===== src/rtl/ram_arbiter_if.sv =====
// Bundle of the two requester ports and the single-port RAM side of ram_arbiter.
// slave is the arbiter's view; master is the view of the surrounding requesters/RAM.
interface ram_arbiter_if #(
  parameter int unsigned RAM_AW = 10,
  parameter int unsigned DW     = 32
);
  logic              m0_req;
  logic              m0_we;
  logic [31:0]       m0_addr;
  logic [DW-1:0]     m0_wdata;
  logic [3:0]        m0_wstrb;
  logic              m0_gnt;
  logic              m0_rvalid;
  logic [DW-1:0]     m0_rdata;
  logic              m0_err;

  logic              m1_req;
  logic              m1_we;
  logic [31:0]       m1_addr;
  logic [DW-1:0]     m1_wdata;
  logic [3:0]        m1_wstrb;
  logic              m1_gnt;
  logic              m1_rvalid;
  logic [DW-1:0]     m1_rdata;
  logic              m1_err;

  logic              ram_en;
  logic [3:0]        ram_we;
  logic [RAM_AW-1:0] ram_addr;
  logic [DW-1:0]     ram_wdata;
  logic [DW-1:0]     ram_rdata;

  modport slave (
    input  m0_req, m0_we, m0_addr, m0_wdata, m0_wstrb,
    output m0_gnt, m0_rvalid, m0_rdata, m0_err,
    input  m1_req, m1_we, m1_addr, m1_wdata, m1_wstrb,
    output m1_gnt, m1_rvalid, m1_rdata, m1_err,
    output ram_en, ram_we, ram_addr, ram_wdata,
    input  ram_rdata
  );

  modport master (
    output m0_req, m0_we, m0_addr, m0_wdata, m0_wstrb,
    input  m0_gnt, m0_rvalid, m0_rdata, m0_err,
    output m1_req, m1_we, m1_addr, m1_wdata, m1_wstrb,
    input  m1_gnt, m1_rvalid, m1_rdata, m1_err,
    input  ram_en, ram_we, ram_addr, ram_wdata,
    output ram_rdata
  );
endinterface


===== src/rtl/ram_arbiter.sv =====
// Round-robin two-port arbiter/sequencer for the single-port data RAM, 1-cycle read response.
// Optional simulation halt snoop enabled by defining SIM_HALT_DETECT_EN.
module ram_arbiter #(
  parameter int unsigned RAM_AW = 10,
  parameter int unsigned DW     = 32
) (
  input  logic         clk,
  input  logic         rst,
  ram_arbiter_if.slave bus,
  output logic         halt
);

  typedef enum logic [1:0] {
    IDLE = 2'd0,
    GNT0 = 2'd1,
    GNT1 = 2'd2
  } state_t;

  state_t        state, state_nxt;
  logic          prio, prio_nxt;
  logic          rsp_read, rsp_read_nxt;
  logic          rsp_err, rsp_err_nxt;
  logic          rsp_vld;

  logic          gnt0, gnt1, any_gnt;
  logic          sel_we, in_range;
  logic [31:2]   sel_addr;
  logic [DW-1:0] sel_wdata;
  logic [3:0]    sel_wstrb;

  always_ff @(posedge clk) begin
    if (rst) begin
      state    <= IDLE;
      prio     <= 1'b0;
      rsp_read <= 1'b0;
      rsp_err  <= 1'b0;
    end else begin
      state    <= state_nxt;
      prio     <= prio_nxt;
      rsp_read <= rsp_read_nxt;
      rsp_err  <= rsp_err_nxt;
    end
  end

  always_comb begin
    state_nxt    = IDLE;
    prio_nxt     = prio;
    rsp_read_nxt = rsp_read;
    rsp_err_nxt  = rsp_err;

    gnt0    = !rst && bus.m0_req && (!bus.m1_req || !prio);
    gnt1    = !rst && bus.m1_req && (!bus.m0_req ||  prio);
    any_gnt = gnt0 || gnt1;

    sel_we    = gnt1 ? bus.m1_we          : bus.m0_we;
    sel_addr  = gnt1 ? bus.m1_addr[31:2]  : bus.m0_addr[31:2];
    sel_wdata = gnt1 ? bus.m1_wdata       : bus.m0_wdata;
    sel_wstrb = gnt1 ? bus.m1_wstrb       : bus.m0_wstrb;
    in_range  = (sel_addr[31:RAM_AW+2] == '0);

    bus.m0_gnt    = gnt0;
    bus.m1_gnt    = gnt1;
    bus.ram_en    = any_gnt && in_range;
    bus.ram_we    = (any_gnt && in_range && sel_we) ? sel_wstrb : '0;
    bus.ram_addr  = any_gnt ? sel_addr[RAM_AW+1:2] : '0;
    bus.ram_wdata = any_gnt ? sel_wdata : '0;

    if (any_gnt) begin
      state_nxt    = gnt1 ? GNT1 : GNT0;
      prio_nxt     = gnt0;
      rsp_read_nxt = !sel_we;
      rsp_err_nxt  = !in_range;
    end

    // In-range writes complete silently; gating by rst drops a response caught by reset.
    rsp_vld       = !rst && (rsp_read || rsp_err);
    bus.m0_rvalid = rsp_vld && (state == GNT0);
    bus.m1_rvalid = rsp_vld && (state == GNT1);
    bus.m0_err    = bus.m0_rvalid && rsp_err;
    bus.m1_err    = bus.m1_rvalid && rsp_err;
    bus.m0_rdata  = (bus.m0_rvalid && !rsp_err) ? bus.ram_rdata : '0;
    bus.m1_rdata  = (bus.m1_rvalid && !rsp_err) ? bus.ram_rdata : '0;
  end

`ifdef SIM_HALT_DETECT_EN
  logic halt_q;

  always_ff @(posedge clk) begin
    if (rst) begin
      halt_q <= 1'b0;
    end else if (bus.ram_en && sel_we && (sel_addr == 30'd4) &&
                 (sel_wstrb == 4'hF) && (sel_wdata == DW'(1))) begin
      halt_q <= 1'b1;
    end
  end

  assign halt = halt_q;
`else
  assign halt = 1'b0;
`endif

endmodule


===== src/flat_wrapper.sv =====
// flat-port wrapper written by rule: the top's interface ports become plain ports
module ram_arbiter_flat 
#(
  parameter int unsigned RAM_AW = 10,
  parameter int unsigned DW     = 32
)
  (clk, rst, halt, bus_m0_req, bus_m0_we, bus_m0_addr, bus_m0_wdata, bus_m0_wstrb, bus_m0_gnt, bus_m0_rvalid, bus_m0_rdata, bus_m0_err, bus_m1_req, bus_m1_we, bus_m1_addr, bus_m1_wdata, bus_m1_wstrb, bus_m1_gnt, bus_m1_rvalid, bus_m1_rdata, bus_m1_err, bus_ram_en, bus_ram_we, bus_ram_addr, bus_ram_wdata, bus_ram_rdata);
  ram_arbiter_if #(.RAM_AW(RAM_AW), .DW(DW)) bus_i ();
  input  logic clk;
  input  logic rst;
  output logic halt;
  input wire logic [$bits(bus_i.m0_req)-1:0] bus_m0_req;
  input wire logic [$bits(bus_i.m0_we)-1:0] bus_m0_we;
  input wire logic [$bits(bus_i.m0_addr)-1:0] bus_m0_addr;
  input wire logic [$bits(bus_i.m0_wdata)-1:0] bus_m0_wdata;
  input wire logic [$bits(bus_i.m0_wstrb)-1:0] bus_m0_wstrb;
  output wire logic [$bits(bus_i.m0_gnt)-1:0] bus_m0_gnt;
  output wire logic [$bits(bus_i.m0_rvalid)-1:0] bus_m0_rvalid;
  output wire logic [$bits(bus_i.m0_rdata)-1:0] bus_m0_rdata;
  output wire logic [$bits(bus_i.m0_err)-1:0] bus_m0_err;
  input wire logic [$bits(bus_i.m1_req)-1:0] bus_m1_req;
  input wire logic [$bits(bus_i.m1_we)-1:0] bus_m1_we;
  input wire logic [$bits(bus_i.m1_addr)-1:0] bus_m1_addr;
  input wire logic [$bits(bus_i.m1_wdata)-1:0] bus_m1_wdata;
  input wire logic [$bits(bus_i.m1_wstrb)-1:0] bus_m1_wstrb;
  output wire logic [$bits(bus_i.m1_gnt)-1:0] bus_m1_gnt;
  output wire logic [$bits(bus_i.m1_rvalid)-1:0] bus_m1_rvalid;
  output wire logic [$bits(bus_i.m1_rdata)-1:0] bus_m1_rdata;
  output wire logic [$bits(bus_i.m1_err)-1:0] bus_m1_err;
  output wire logic [$bits(bus_i.ram_en)-1:0] bus_ram_en;
  output wire logic [$bits(bus_i.ram_we)-1:0] bus_ram_we;
  output wire logic [$bits(bus_i.ram_addr)-1:0] bus_ram_addr;
  output wire logic [$bits(bus_i.ram_wdata)-1:0] bus_ram_wdata;
  input wire logic [$bits(bus_i.ram_rdata)-1:0] bus_ram_rdata;
  assign bus_i.m0_req = bus_m0_req;
  assign bus_i.m0_we = bus_m0_we;
  assign bus_i.m0_addr = bus_m0_addr;
  assign bus_i.m0_wdata = bus_m0_wdata;
  assign bus_i.m0_wstrb = bus_m0_wstrb;
  assign bus_m0_gnt = bus_i.m0_gnt;
  assign bus_m0_rvalid = bus_i.m0_rvalid;
  assign bus_m0_rdata = bus_i.m0_rdata;
  assign bus_m0_err = bus_i.m0_err;
  assign bus_i.m1_req = bus_m1_req;
  assign bus_i.m1_we = bus_m1_we;
  assign bus_i.m1_addr = bus_m1_addr;
  assign bus_i.m1_wdata = bus_m1_wdata;
  assign bus_i.m1_wstrb = bus_m1_wstrb;
  assign bus_m1_gnt = bus_i.m1_gnt;
  assign bus_m1_rvalid = bus_i.m1_rvalid;
  assign bus_m1_rdata = bus_i.m1_rdata;
  assign bus_m1_err = bus_i.m1_err;
  assign bus_ram_en = bus_i.ram_en;
  assign bus_ram_we = bus_i.ram_we;
  assign bus_ram_addr = bus_i.ram_addr;
  assign bus_ram_wdata = bus_i.ram_wdata;
  assign bus_i.ram_rdata = bus_ram_rdata;
  ram_arbiter #(.RAM_AW(RAM_AW), .DW(DW)) u_core (.clk(clk), .rst(rst), .bus(bus_i), .halt(halt));
endmodule

===== config.mk =====
export PLATFORM = sky130hd
export DESIGN_NAME = ram_arbiter_flat
export DESIGN_NICKNAME = d
export VERILOG_FILES = /design/src/rtl/ram_arbiter_if.sv /design/src/rtl/ram_arbiter.sv /design/src/flat_wrapper.sv
export SDC_FILE = /design/constraint.sdc
export NUM_CORES = 1
export LEC_CHECK = 0
export ABC_AREA = 1
export BUFFER_PORTS_ARGS = -buffer_cell sky130_fd_sc_hd__buf_2
export CAP_MARGIN = 20
export CORE_AREA = 2 2 114 116
export CTS_BUF_LIST = sky130_fd_sc_hd__clkbuf_16
export DETAILED_ROUTE_END_ITERATION = 10
export DIE_AREA = 0 0 116 118
export SETUP_SLACK_MARGIN = 0.3
export SYNTH_ARGS = -nofsm -noshare
export SYNTH_HDL_FRONTEND = slang
export SYNTH_SLANG_ARGS = --single-unit

===== constraint.sdc =====
create_clock -name clk -period 3.46 [get_ports clk]
set_clock_uncertainty 0.1 [all_clocks]
set_input_delay 0.692 -clock clk [delete_from_list [all_inputs] [get_ports clk]]
set_output_delay 0.692 -clock clk [all_outputs]
set_load 0.03 [all_outputs]

==> metrics.txt <==
# H-tree levels=1; post-route minimum period=roughly 2800 ps; global route hottest layer=met2; remaining design rule violation count=0; critical path endpoint category=output pin; total I/O pin count=between 200 and 300; share of async-settable or async-resettable flops after synthesis=0%; post-detailed-route wirelength per cell=10.9 um; clock network latency to the later pin of the worst-skew pair=around 230 ps; power per standard cell area=186 mW/mm2; number of distinct standard cells referenced by the synthesized netlist=22; met2 global-route usage=23.3%; Final period util=about four fifths; dominant register cell in the synthesized netlist=sky130_fd_sc_hd__dfxtp_1; grt total ovfl=0; router iterations before antenna repair=4; netlist area before placement=around 0.0016 mm2; crit path launch type=primary input; setup TNS=0 ps; IR Drop Worst-Case VDD=0.000151 V; Die H=approximately 120 um; Post-Synth XOR/XNOR Area=0%; cell at the root of the clock tree=sky130_fd_sc_hd__clkbuf_16; detailed placement HPWL=7450 um; met3 usage in global routing=under 10%; top cells by instance count after synthesis=sky130_fd_sc_hd__nand2_1 (115), sky130_fd_sc_hd__nor2_1 (96), sky130_fd_sc_hd__a21oi_1 (45), sky130_fd_sc_hd__inv_1 (45), sky130_fd_sc_hd__buf_2 (9); Synth Warn #=0; area of placed instances=0.00314 mm2; Total Die Area=around 0.014 mm2; post-route cell area=0.00322 mm2; initial antenna violation count=1; Synth Register Bits=5; number of global-route vias before repair=approximately 2600; count of clock tree sinks=5; critical path data arrival time=between 2000 and 2500 ps; overall track demand over capacity in global routing=between 10% and 20%; Critical Setup Path Class=in2out; Routed WL=approximately 8600 um; number of design-rule violations left by the first detailed-router iteration=59; proportion of synthesized area in mux cells=0%; met1 Resource Use GR=11.3%; power spent charging and discharging nets=~0.25 mW; number of endpoints failing setup at the final stage=0; vias post-DR=between 2000 and 3000; hold_buf cts=0; total number of placement rows=a little over 40; effective utilization at floorplan=between 10% and 20%; unrepaired setup endpoints after global routing=no; largest family of logic cells by synthesized area=simple AND/OR/NAND/NOR gates; Final Slew Violations=0; routed vias/inst=between 3 and 4; CTS tree=done; mean instance size in the synthesized netlist=about 4.5 um2; area inside the core boundary=approximately 0.012 mm2; number of enable flip-flop cells after synthesis=0; sequential fraction of the synthesis area=~6.4%; Max Fanout on Critical Path=26; area growth from synthesis to layout=107%; global placement routability congestion=around 0.78; post-synth top area share=roughly 28%; Area contributors post-synth=sky130_fd_sc_hd__nand2_1 (28%), sky130_fd_sc_hd__nor2_1 (23%), sky130_fd_sc_hd__a21oi_1 (14%), sky130_fd_sc_hd__inv_1 (11%), sky130_fd_sc_hd__dfxtp_1 (6.4%); x dimension of the die=116 um; setup repair bufs after CTS=0; fmax=approximately 360 MHz; area share of and/or/nand/nor cells after synthesis=56.9%; maximum number of pins on one net before global-route repair=36; leakage dissipation=between 2 and 2.5 nW; adder-cell share of the synthesized area=0%; cell with the most instances after synthesis=sky130_fd_sc_hd__nand2_1; Worst Path Required=2670 ps; TritonCTS Buffers=3; area fraction in compound gates after synthesis=around 17%; internal power component=approximately 0.35 mW; Total Nets Final=798; global-route wire length before repair=roughly 12000 um; quantity of I/O buffers inserted on ports=about 290; Final Hold Viols=0; net switching fraction of the power=~42%; combinational share of power=between 50 and 60%; sequential cell fraction of total power=11.0%; clock group share of total power=31.0%; Reg clk slew, reported paths=~30 ps; clk buf depth=2; number of instances in the synthesized netlist=between 300 and 400; kind of path behind the tightest hold check=reg2reg; antenna-violating nets left=0; count of maximum capacitance violations=0; result of the run=finished clean; CTS-repair resized insts=0; number of nets produced by synthesis=520; fraction of final layout cells with drive strength greater than 1=between 40% and 50%; cell type with the highest aggregate area in the netlist=sky130_fd_sc_hd__nand2_1
## stage by stage
| stage | util, % | setup slack (ps) | instances | total power, mW | hold WS [ps] |
|---|---|---|---|---|---|
| after floorplan | - | 715 | 346 | 0.264 | 372 |
| after global placement | 25.3 | 602 | 791 | 0.418 | 395 |
| after detailed placement | 25.3 | 609 | 791 | 0.419 | 408 |
| after CTS | 25.9 | 599 | 795 | 0.607 | 412 |
| after global routing | 25.9 | 434 | 795 | 0.644 | 450 |
| final | 26.0 | 648 | 796 | 0.600 | 417 |
## cells in the final DEF (no fill, tap or decap), types with 2 or more instances in the layout
cell / instances
sky130_fd_sc_hd__inv_1: 46
sky130_fd_sc_hd__buf_4: 8
sky130_fd_sc_hd__nand3_1: 2
sky130_fd_sc_hd__nor3_4: 2
sky130_fd_sc_hd__nor4_1: 2
sky130_fd_sc_hd__o21ai_0: 2
sky130_fd_sc_hd__a21oi_1: 45
sky130_fd_sc_hd__nand2_1: 114
sky130_fd_sc_hd__clkbuf_16: 3
sky130_fd_sc_hd__nand2_2: 2
sky130_fd_sc_hd__buf_2: 286
sky130_fd_sc_hd__nor3_1: 2
sky130_fd_sc_hd__dfxtp_1: 5
sky130_fd_sc_hd__nor2_1: 96
## power groups by stage
stage	Clock (mW)	Sequential [mW]	Combinational [mW]
4_1_cts	0.189	0.0661	0.353
2_1_floorplan	0	0.0662	0.197
3_3_place_gp	0	0.0669	0.351
3_5_place_dp	0	0.0670	0.352
5_1_grt	0.193	0.0666	0.384
6_report	0.186	0.0662	0.348
## area by class of cell
| type | instances | area, um2 |
|---|---|---|
| inverter | 46 | 173 |
| tap | 172 | 215 |
| fill | 1487 | 9190 |
| clock inverter | 1 | 3.75 |
| clock buffer | 3 | 75.1 |
| timing repair buffer | 294 | 1490 |
| multi-input combinational | 274 | 1160 |
| sequential | 5 | 100 |
| antenna | 1 | 2.50 |
## kinds of logic after synthesis
kind of cell	Yosys count
DFF	5
AOI/OAI and AO/OA	50
other	1
and+or+nand+nor	223
buffers and inverters	67
## per-layer routing
| metal | vias to the layer above | part of all wire [%] |
|---|---|---|
| met5 | - | 0 |
| met4 | 0 | 0.22 |
| met3 | 2 | 10 |
| met2 | 178 | 52 |
| met1 | 1217 | 37 |
| li1 | 1585 | - |
## worst max-delay path: stages
cell,delay [ps]
sky130_fd_sc_hd__buf_2,130
sky130_fd_sc_hd__inv_2,110
sky130_fd_sc_hd__nand2_2,80
sky130_fd_sc_hd__nor2_4,180
sky130_fd_sc_hd__buf_4,320
sky130_fd_sc_hd__nand2_1,80
sky130_fd_sc_hd__nand2_1,70
sky130_fd_sc_hd__inv_1,50
sky130_fd_sc_hd__nor2_1,90
sky130_fd_sc_hd__buf_2,200
## state kept, by name, summed over array words and instances (netlist names)
register	cells
u_core.state	2
u_core.prio	1
u_core.rsp_err	1
u_core.rsp_read	1
## worst paths after layout
kind                                               start                           to  slack, ps  cells past startpoint
worst min register to register  u_core.prio$_SDFFE_PP0P_     u_core.prio$_SDFFE_PP0P_        420                      2
worst max register to register  u_core.prio$_SDFFE_PP0P_  u_core.rsp_err$_SDFFE_PP0P_       2270                      7
worst min-delay path            u_core.prio$_SDFFE_PP0P_     u_core.prio$_SDFFE_PP0P_        420                      2
worst max-delay path                                 rst                bus_ram_we[0]        650                     10
Power figures use the tool's default switching activity.
